`src/rtl/countdown_scheduler.sv`:
```
// countdown_scheduler: one prescaled down-counter shared round-robin by four requesters.
// Build option `COUNTDOWN_SCHED_ABORT_EN: the owner dropping req during RUN aborts its interval.
module countdown_scheduler #(
  parameter int COUNT_W  = 33,
  parameter int PRESCALE = 3
) (
  input  logic                 clk,
  input  logic                 rst,
  input  logic [3:0]           req,
  input  logic [4*COUNT_W-1:0] load_val,
  output logic [3:0]           grant,
  output logic [3:0]           done,
  output logic                 busy,
  output logic [COUNT_W-1:0]   remaining,
  output logic [5:0]           led,
  output logic [1:0]           state_dbg
);

  // Handshake: req[i] is a level held until done[i]; grant is the one-hot owner while
  // the counter runs, and done[i] is a single-cycle pulse that ends the owner's interval.
  typedef enum logic [1:0] {IDLE = 2'd0, RUN = 2'd1, DONE = 2'd2} state_t;

  state_t             state;
  logic [7:0]         psc;
  logic [1:0]         owner;
  logic [1:0]         last_owner;
  logic [1:0]         sel;
  logic [1:0]         idx;
  logic               found;
  logic [COUNT_W-1:0] sel_load;
  logic               tick_end;
  logic               final_dec;

  // Round-robin search starting just after the previous owner.
  always_comb begin
    sel   = 2'd0;
    idx   = 2'd0;
    found = 1'b0;
    for (int k = 1; k <= 4; k++) begin
      idx = last_owner + 2'(k);
      if (!found && req[idx]) begin
        sel   = idx;
        found = 1'b1;
      end
    end
  end

  assign sel_load  = load_val[int'(sel)*COUNT_W +: COUNT_W];
  assign tick_end  = (psc == 8'(PRESCALE - 1));
  assign final_dec = tick_end && (remaining <= COUNT_W'(1));
  assign led       = {~(|done), ~busy, ~grant};
  assign state_dbg = state;

  always_ff @(posedge clk) begin
    if (rst) begin
      state      <= IDLE;
      grant      <= 4'b0;
      done       <= 4'b0;
      busy       <= 1'b0;
      remaining  <= '0;
      psc        <= 8'd0;
      owner      <= 2'd0;
      last_owner <= 2'd3;
    end else begin
      done <= 4'b0;
      unique case (state)
        IDLE: begin
          if (found) begin
            owner     <= sel;
            remaining <= sel_load;
            psc       <= 8'd0;
            if (sel_load != '0) begin
              state <= RUN;
              grant <= 4'b0001 << sel;
              busy  <= 1'b1;
            end else begin
              state <= DONE;
              done  <= 4'b0001 << sel;
            end
          end
        end
        RUN: begin
          if (tick_end) begin
            psc <= 8'd0;
            if (final_dec) begin
              remaining <= '0;
              state     <= DONE;
              grant     <= 4'b0;
              busy      <= 1'b0;
              done      <= 4'b0001 << owner;
            end else begin
              remaining <= remaining - COUNT_W'(1);
            end
          end else begin
            psc <= psc + 8'd1;
          end
`ifdef COUNTDOWN_SCHED_ABORT_EN
          // A drop on the expiring update still completes normally.
          if (!req[owner] && !final_dec) begin
            state      <= IDLE;
            grant      <= 4'b0;
            busy       <= 1'b0;
            remaining  <= '0;
            psc        <= 8'd0;
            last_owner <= owner;
          end
`endif
        end
        DONE: begin
          last_owner <= owner;
          state      <= IDLE;
        end
        default: state <= IDLE;
      endcase
    end
  end

endmodule
```
`config.mk`:
```
export PLATFORM = sky130hd
export DESIGN_NAME = countdown_scheduler
export DESIGN_NICKNAME = d
export VERILOG_FILES = /design/src/rtl/countdown_scheduler.sv
export SDC_FILE = /design/constraint.sdc
export NUM_CORES = 1
export LEC_CHECK = 0
export ABC_AREA = 1
export CORE_MARGIN = 3
export CORE_UTILIZATION = 55
export DETAILED_ROUTE_END_ITERATION = 7
export DONT_BUFFER_PORTS = 1
export PLACE_DENSITY = 0.82
export REMOVE_ABC_BUFFERS = 1
export SLEW_MARGIN = 30
export SYNTH_ARGS = -nofsm -noshare
export SYNTH_HDL_FRONTEND = slang
export SYNTH_SLANG_ARGS = --single-unit
```
`constraint.sdc`:
```
create_clock -name clk -period 3.96 [get_ports clk]
set_input_delay 0.396 -clock clk [delete_from_list [all_inputs] [get_ports clk]]
set_output_delay 0.396 -clock clk [all_outputs]
set_load 0.02 [all_outputs]
```
==> Word level (Yosys, flattened, before mapping) <==
Index checks and enable logic that the tools add are counted.
{ "classes": {"add_sub_neg": 5, "multipliers": 1, "magnitude_cmp": 5, "eq_ne": 7, "n_shift": 3, "n_mux": 43, "n_bitwise": 3, "n_reduce_logical": 16} }
{ "ops": {"columns": ["operator", "count"], "rows": [
  ["variable part select 132 x 9 -> 33 bit", 1],
  ["2-to-1 mux 33 bit", 3],
  ["case mux 33 bit (2 select lines)", 1],
  ["less-or-equal comparator 33 x 1 -> 1 bit (second input constant)", 1],
  ["nonzero test 33 bit", 1],
  ["subtractor 33 x 1 -> 33 bit (second input constant)", 1],
  ["2-to-1 mux 4 bit", 8],
  ["2-to-1 mux 2 bit", 8],
  ["2-to-1 mux 8 bit", 2],
  ["case mux 4 bit (2 select lines)", 2],
  ["case mux 8 bit (2 select lines)", 1],
  ["< comparator 2 x 3 -> 1 bit (second input constant)", 4],
  ["2-to-1 mux 1 bit", 12],
  ["adder 8 x 1 -> 8 bit (second input constant)", 1],
  ["binary-select mux 1 bit (select 2 bit)", 4],
  ["equality test 8 x 2 -> 1 bit (second input constant)", 1],
  ["multiplier 2 x 6 -> 8 bit (second input constant)", 1],
  ["inequality test 2 bit (second input constant)", 4],
  ["<< shifter 1 x 2 -> 4 bit (first input constant)", 2],
  ["AND reduction 3 bit", 2],
  ["AND reduction 5 bit", 1],
  ["adder 2 bit (second input constant)", 2],
  ["logical AND 1 bit", 4],
  ["inverter 4 bit", 1],
  ["other kinds (11)", 15]
]} }
{ "totals": {"regBits": 56, "input_bits": 138, "out_inout_bits": 50, "wordCells": 91} }

==> Depth between registers and ports, before layout <==
Gate-level depths: netlist (run 1).
{ "logic_depth": {"ltp_word": 19, "depth_mapped": 25, "ltp_nobuf": 22} }

==> Least setup slack after synthesis (run 1) <==
OpenSTA, ideal clock, no wires.
{ "synth_path": {"path_type": "register to register", "from": "register remaining[11]", "to": "register done[0]", "setup_time_ns": 0.070, "arrival_ns": 2.333, "required_time_ns": 3.890, "path_slack_ns": 1.557, "path_stages_with_launch": 15, "path_buffers": 1, "period_less_slack_ns": 2.403, "path_cell_list": "dfxtp_1 clkbuf_1 nor2_1 nand4_1 or2_2 nor2_1 inv_1 nor2_1 inv_1 nor4_1 a21oi_1 nand3b_1 nor3_1 nand2_1 a21oi_1"} }
{ "synth_between": {"elab_chain_cells": 5} }
{ "synth_rtl": {"columns": ["element", "line_no", "text"], "rows": [
  ["start: declaration", "14", "output logic [COUNT_W-1:0] remaining,"],
  ["start signal: assignment", "70", "remaining <= sel_load;"],
  ["start signal: assignment", "92", "remaining <= remaining - COUNT_W'(1);"],
  ["less-or-equal comparator 33 x 1 -> 1 bit", "50", "assign final_dec = tick_end && (remaining <= COUNT_W'(1));"],
  ["logical AND 1 bit", "50", null],
  ["2-to-1 mux 4 bit", "85", "if (final_dec) begin"],
  ["2-to-1 mux 4 bit", "83", "if (tick_end) begin"],
  ["case mux 4 bit (2 select lines)", "66", "unique case (state)"],
  ["end signal: assignment", "78", "done <= 4'b0001 << sel;"],
  ["end signal: assignment", "90", "done <= 4'b0001 << owner;"],
  ["end: declaration", "12", "output logic [3:0] done,"]
]} }
No other way between the ends.
A chain may end at the register's enable or synchronous reset.

==> Worst setup path in the final report (run 1) <==
{ "layout_path": {"from": "register last_owner[0]", "to": "register done[1]"} }
{ "layout_between": {"elab_chain_cells": 19, "word_cells_on_any_way": 32, "classes_between": "add/sub: 3; mul: 1; shift: 2; mux: 19; reduce/logical: 7"} }
{ "layout_rtl": {"columns": ["element", "line_no", "text"], "rows": [
  ["start: declaration", "26", "logic [1:0] last_owner;"],
  ["start signal: assignment", "110", "last_owner <= owner;"],
  ["adder 2 x 1 -> 2 bit", "40", "idx = last_owner + 2'(k);"],
  ["binary-select mux 1 bit (select 2 bit)", "41", "if (!found && req[idx]) begin"],
  ["2-to-1 mux 1 bit (not written as such)", "41", null],
  ["2-to-1 mux 1 bit", "41", null],
  ["zero test 1 bit", "41", null],
  ["logical AND 1 bit", "41", null],
  ["2-to-1 mux 1 bit", "41", null],
  ["zero test 1 bit", "41", null],
  ["(+3 left out)", null, null],
  ["logical AND 1 bit", "41", null],
  ["2-to-1 mux 2 bit", "41", null],
  ["multiplier 2 x 6 -> 8 bit", "48", "assign sel_load = load_val[int'(sel)*COUNT_W +: COUNT_W];"],
  ["variable part select 132 x 9 -> 33 bit", "48", null],
  ["nonzero test 33 bit", "72", "if (sel_load != '0) begin"],
  ["2-to-1 mux 4 bit", "72", null],
  ["2-to-1 mux 4 bit *", "68", "if (found) begin"],
  ["case mux 4 bit (2 select lines) *", "66", null]
]} }
Mark *: on every way between the ends. The rest lies on a longest branch, timed or not. The select of a mux whose other input is x is not followed.

==> results of run 1 <==
-- where the power goes --
group / total [mW] / internal, mW / leakage, nW / switching, mW
Combinational: 1.59 / 0.520 / 1.56 / 1.07
Clock: 0.350 / 0.131 / 0.0491 / 0.219
Sequential: 1.09 / 0.698 / 0.461 / 0.391
-- logic make-up (layout without fill, tap and decap cells) --
kind of cell | after synthesis | count (layout)
AOI/OAI and AO/OA | 132 | 132
xor gates and xnor gates | 22 | 22
adders and majority gates | 4 | 4
buffers and inverters | 84 | 62
DFF | 56 | 56
and+or+nand+nor | 501 | 501
-- registers in the layout (all words and copies together), names as in the netlist --
name        cells
remaining      33
psc             8
done            4
grant           4
last_owner      2
owner           2
state_dbg       2
busy            1
-- worst max path at each step --
stage / endpoint / slack (ns) / from / cells after the start
3_5_place_dp: done[1] / 0.58 / last_owner[0] / 21
4_1_cts: done[1] / 0.52 / last_owner[0] / 21
3_3_place_gp: busy / 0.78 / last_owner[0] / 21
5_1_grt: done[0] / 0.12 / last_owner[0] / 21
2_1_floorplan: remaining[20] / 0.26 / last_owner[0] / 11
6_report: done[1] / 0.49 / last_owner[0] / 21
-- area by class of cell --
type	instances	area [µm²]
repair buffers	8	60.06
inverters	46	175.2
clock inverters	3	26.28
multi-input cells	659	3132
well taps	102	127.6
clock buffers	5	68.82
fillers	774	3217
flip-flops and latches	56	1121
-- critical path, cell delays in order (launching register included) --
cell and delay [ns]:
dfxtp_1 0.55, inv_4 0.09, nand2_1 0.07, nand2_1 0.09
nand2_1 0.13, nand2_2 0.09, nor2_2 0.15, nand3_2 0.15
nand3_4 0.36, nor2_2 0.06, buf_4 0.27, nand2_1 0.10
nand2_1 0.06, nor2_1 0.11, nand2_1 0.06, nor2_1 0.19
nand3_1 0.10, nor2_1 0.24, nand2_2 0.17, nor2_4 0.15
nand2_1 0.07, a21oi_1 0.13
-- per-stage QoR --
stage	instance area (µm²)	total power [mW]	hold slack [ns]	cells	utilization [%]
4_1_cts	4711	3.009	0.1272	879	59.42
3_3_place_gp	4613	2.612	0.4598	871	58.19
6_report	4711	3.031	0.1297	879	59.42
3_5_place_dp	4616	2.663	0.4712	871	58.22
2_1_floorplan	4413	2.217	0.4485	761	-
5_1_grt	4711	3.296	0.1147	879	59.42
-- metal layers --
metal / track usage (%) / up-vias
met5: 0 / -
met1: 36.80 / 2372
met2: 51.92 / 287
li1: - / 2612
met3: 5.887 / 29
met4: 8.839 / 0
-- Yosys cell counts, types with 2 or more instances --
| master | instances | share of area, % |
|---|---|---|
| nand2_1 | 269 | 22 |
| nor2_1 | 93 | 7.6 |
| nand3_1 | 75 | 8.2 |
| o21ai_0 | 71 | 7.7 |
| dfxtp_1 | 56 | 24 |
| inv_1 | 38 | 3.1 |
| a31oi_1 | 32 | 4.4 |
| a21oi_1 | 23 | 2.5 |
| clkbuf_1 | 20 | 1.6 |
| xor2_1 | 16 | 3.1 |
| buf_2 | 15 | 1.6 |
| nand4_1 | 12 | 1.6 |
| nor4_1 | 12 | 1.6 |
| or2_2 | 11 | 1.5 |
| nand2_2 | 7 | 0.95 |
| nor3_1 | 7 | 0.76 |
| xnor2_1 | 6 | 1.1 |
| nand3b_1 | 5 | 0.82 |
| a22oi_1 | 4 | 0.65 |
| ha_1 | 4 | 1.1 |
| inv_2 | 4 | 0.33 |
| clkinv_1 | 3 | 0.25 |
| nor2_2 | 3 | 0.41 |
| a211oi_1 | 2 | 0.33 |
| buf_6 | 2 | 0.49 |
| nor2_4 | 2 | 0.49 |
==> metrics.md, run 1 <==
| Metric | Value |
|---|---|
| Status | finished, final reports clean |
| Num rows | 32 |
| Final ANT Viol Nets | 0 |
| Number of gates resized after cts | 0 |
| Type of origin of the critical path | flop |
| Placer Congestion | 0.9440 |
| Core area | 7928 µm² |
| Most frequent cells in the layout | nand2_1 (269), nor2_1 (89), nand3_1 (75), o21ai_0 (71), dfxtp_1 (56) |
| Post-synthesis simple-gate area fraction | 46.99% |
| Clock Sinks | 56 |
| Nets | 918 |
| Leak Pwr | 2.067 nW |
| Antenna violations before repair | 0 |
| Ys flop type | dfxtp_1 |
| Synth Cell Area | 4593 µm² |
| Synth cell types | 33 |
| Via count | 5300 |
| Clock skew | 0.009785 ns |
| Largest family of logic cells by synthesized area | simple AND/OR/NAND/NOR gates |
| Rel. slew slack | 41.27% |
| WL/cell | 16.67 µm |
| GR Util All Layers | 29.71% |
| Max-cap viol count | 0 |
| Wire length on met3 | 1518 µm |
| Met2 routed WL | 7112 µm |
| Syn_area_per_cell | 5.749 µm² |
| H-tree Lvls | 2 |
| Fmax | 0.2882 GHz |
| Clock tree buffer depth | 2 |
| WHS Endpoint | grant[3] |
| GRT overflow | 0 |
| Power Density | 643.5 nW/µm² |
| Uppermost layer routed | met4 |
| Arrival time at the worst endpoint | 3.73 ns |
| Most common cell after layout, fill and taps aside | nand2_1 |
| Post-CTS Setup Repair Bufs | 0 |
| I/O Pins | 188 |
| Share of cells above drive strength 1 | 6.564% |
| Final Hold Fails | 0 |
| Final Cycle Share | 87.61% |
| Setup violations, final | 0 |
| Register area share after synthesis | 24.41% |
| Vias in the first global route | 4889 |
| Hold depth | 1 |
| Setup TNS | 0 ns |
| Slew @ Worst Pin | 0.8728 ns |
| Largest net degree at the start of global routing | 47 |
| Mux share of post-synthesis cell area | 0% |
| DRC viols | 0 |
| Synth Area in Compound Gates | 15.58% |
| Die width | 97.39 µm |
| Worst Setup End Kind | flop |
| Ys Warns | 0 |
| Slack of the critical path | 0.4907 ns |
| Final Slew Violations | 0 |
| Critical path peak fanout | 40 |
| Critical path type | flop to flop |
| Clk Latency, worst-skew pair | 0.33 ns |
| CTS tree | built |
| First-pass GRT wire length | 23570 µm |
| Drt total wl | 14650 µm |
| R2R Path End | done[1] |
| Hold_buf cts | 0 |
| Post-synth EDFFs | 0 |
| Pre-CTS setup slack | 0.5806 ns |
| CP required | 4.22 ns |
| Root Driver | clkbuf_8 |
| R2R cell count | 21 |
| Min Tclk post-route | 3.469 ns |
| Ys async rst share | 0% |
| Max IR drop VDD | 0.2716 mV |
| Synth Instances | 799 |
| Reg-to-Reg Start | last_owner[0] |
| Flop-to-flop setup slack | 0.49 ns |
| RSZ-0062 raised after global routing | false |
| Yosys reg bits | 56 |
| Clock buffer count from CTS | 5 |
| Chip height | 97.39 µm |
| M1 wire length | 5705 µm |
| DP Wirelength | 10790 µm |
| Die area | 9484 µm² |
| Post-synthesis adder-cell area fraction | 1.090% |
| CTS clk-pin slew, worst paths | 0.12 ns |
| HP Start | rst |
| Initial Util | 57.94% |
| Initial detailed-routing violation count | 318 |
| Via/cell ratio | 6.030 |
| Ant. Diodes | 0 |
| Area Growth Syn to Fin | 2.561% |
| Synth Area in XOR/XNOR | 4.195% |
| Total iterations of the first detailed-routing run | 7 |
| Buffers on Ports | 0 |
| Hold WC Path Type | primary input to flop |
No activity file was read; power rests on OpenSTA's default activity.
==> run 2: changes to the inputs <==
BUFFER_PORTS_ARGS = -buffer_cell sky130_fd_sc_hd__buf_4   (was default)
CORE_UTILIZATION = 53   (was 55)
DONT_BUFFER_PORTS = default   (was 1)
GPL_TIMING_DRIVEN = 0   (was default)
PLACE_DENSITY = 0.95   (was 0.82)
==> metrics.md, run 2 (synthesized netlist as in run 1, its figures left out) <==
| Metric | Value |
|---|---|
| Initial Util | 55.34% |
| Biggest register | remaining |
| GRT overflow | 0 |
| H-tree Lvls | 2 |
| Number of gates resized after cts | 0 |
| Sw Share | 51.04% |
| Number of flip-flops in the largest register | 33 |
| Nets | 1100 |
| Final Slew Violations | 0 |
| Critical path peak fanout | 30 |
| WL/cell | 14.24 µm |
| Root Driver | clkbuf_8 |
| Max IR drop VDD | 0.2649 mV |
| Die width | 99.10 µm |
| Vias in the first global route | 5267 |
| Max-cap viol count | 0 |
| I/O Pins | 188 |
| Type of origin of the critical path | flop |
| Reg-to-Reg Start | last_owner[0] |
| CTS tree | built |
| Clock tree buffer depth | 2 |
| Hold WS | 0.3648 ns |
| Largest net degree at the start of global routing | 41 |
| Final Cycle Share | 89.45% |
| Antenna violations before repair | 0 |
| Post-CTS Setup Repair Bufs | 0 |
| First-pass GRT wire length | 24010 µm |
| Hold_buf cts | 0 |
| Clock buffer count from CTS | 5 |
| DRC viols | 0 |
| Die area | 9820 µm² |
| Most common cell after layout, fill and taps aside | nand2_1 |
| Worst Setup End Kind | flop |
| Slew @ Worst Pin | 0.9018 ns |
| Rel. slew slack | 39.48% |
| Status | finished, final reports clean |
| Final Hold Fails | 0 |
| Core area | 8299 µm² |
| Area Growth Syn to Fin | 34.30% |
| Clk Latency, worst-skew pair | 0.33 ns |
| Fillers | 698 |
| Post-Route Utilization | 74.33% |
| Clk pwr share | 11.7% |
| Via/cell ratio | 5.580 |
| Chip height | 99.10 µm |
| Clock skew | 0.01130 ns |
| Fmax | 0.2823 GHz |
| Biggest regs | remaining (33), psc (8) |
| Most frequent cells in the layout | nand2_1 (268), buf_4 (187), nor2_1 (89), nand3_1 (75), o21ai_0 (70) |
| Min Tclk post-route | 3.542 ns |
| CP required | 4.23 ns |
| Setup violations, final | 0 |
| Power Density | 555.5 nW/µm² |
| Final ANT Viol Nets | 0 |
| Internal power | 1.678 mW |
| Switching pwr | 1.749 mW |
| Via count | 5937 |
| Share of cells above drive strength 1 | 24.50% |
| Initial detailed-routing violation count | 417 |
| Drt total wl | 15150 µm |
| Placer Congestion | 0.9641 |
| DP Wirelength | 11200 µm |
| Multi-input logic area | 3149 µm² |
| RSZ-0062 raised after global routing | false |
| Num rows | 33 |
| Arrival time at the worst endpoint | 3.81 ns |
| Buffers on Ports | 187 |
| Worst Setup SP | last_owner[0] |
| Clock Sinks | 56 |
| GR Util All Layers | 29.37% |
| Comb pwr share | 61.7% |
| HP Start | rst |
| Hold WC Path Type | primary input to flop |
| Total iterations of the first detailed-routing run | 5 |
| Critical path type | flop to flop |
| Flop pwr share | 26.6% |
| Register area | 1121 µm² |
| CTS clk-pin slew, worst paths | 0.12 ns |
| Leak Pwr | 2.986 nW |
| Ant. Diodes | 0 |
==> run 2: cell types whose count changed in the layout (fill, tap and decap cells not counted), sizes merged <==
cell    delta
buf      +182
bufinv     +1
clkinv     +1
inv        -2
==> run 2: worst max-delay path, stage by stage (launching register included) <==
cell	delay (ns)
dfxtp_1	0.59
inv_4	0.09
nand2_1	0.07
nand2_1	0.08
nand2_1	0.13
nand2_2	0.09
nor2_2	0.14
nand3b_1	0.10
nand2_2	0.48
nor2_4	0.23
buf_16	0.23
nand2_1	0.07
nand2_1	0.05
nor2_1	0.19
nand2_1	0.08
nor2_1	0.10
nand3_1	0.11
nor2_1	0.16
nand2_2	0.13
nor2_4	0.13
nand2_1	0.06
a21oi_1	0.14
==> run 2: metal layers <==
layer	track usage (%)	part of all wire (%)	vias to the layer above
li1	-	-	2975
met1	37.17	41	2656
met2	51.70	49	286
met3	5.049	8.9	20
met4	7.563	1.4	0
met5	0	0	-
==> run 2: power by group through the flow <==
stage	clock, mW	sequential, mW	combinational [mW]
finish	0.402	0.911	2.11
floorplan	0	1.02	1.20
global route	0.421	0.933	2.34
global placement	0	0.911	1.99
detailed placement	0	0.914	2.09
CTS	0.400	0.902	2.10
==> run 2: layout make-up <==
type	instances	area share (%)
timing repair buffer	190	23.89
sequential	56	18.17
clock inverter	3	0.7708
clock buffer	5	1.116
inverter	46	2.860
tap	105	2.130
multi-input combinational	659	51.05
==> run 2: worst paths after layout <==
check / to / slack [ns] / cells past startpoint
setup / recovery: done[3] / 0.42 / 21
hold / removal: grant[1] / 0.36 / 2
setup reg to reg: done[3] / 0.42 / 21
hold reg to reg: grant[2] / 0.49 / 2
==> run 2: metrics by stage <==
stage               instances  setup slack [ns]  TNS [ns]  instance area, µm²  power (mW)
floorplan                 761            0.2564         0                4413       2.217
global placement         1053            -1.073    -33.84                5948       2.898
detailed placement       1056            0.5359         0                6052       3.001
CTS                      1064            0.4727         0                6168       3.402
global route             1064           0.09782         0                6168       3.695
finish                   1064            0.4177         0                6168       3.427
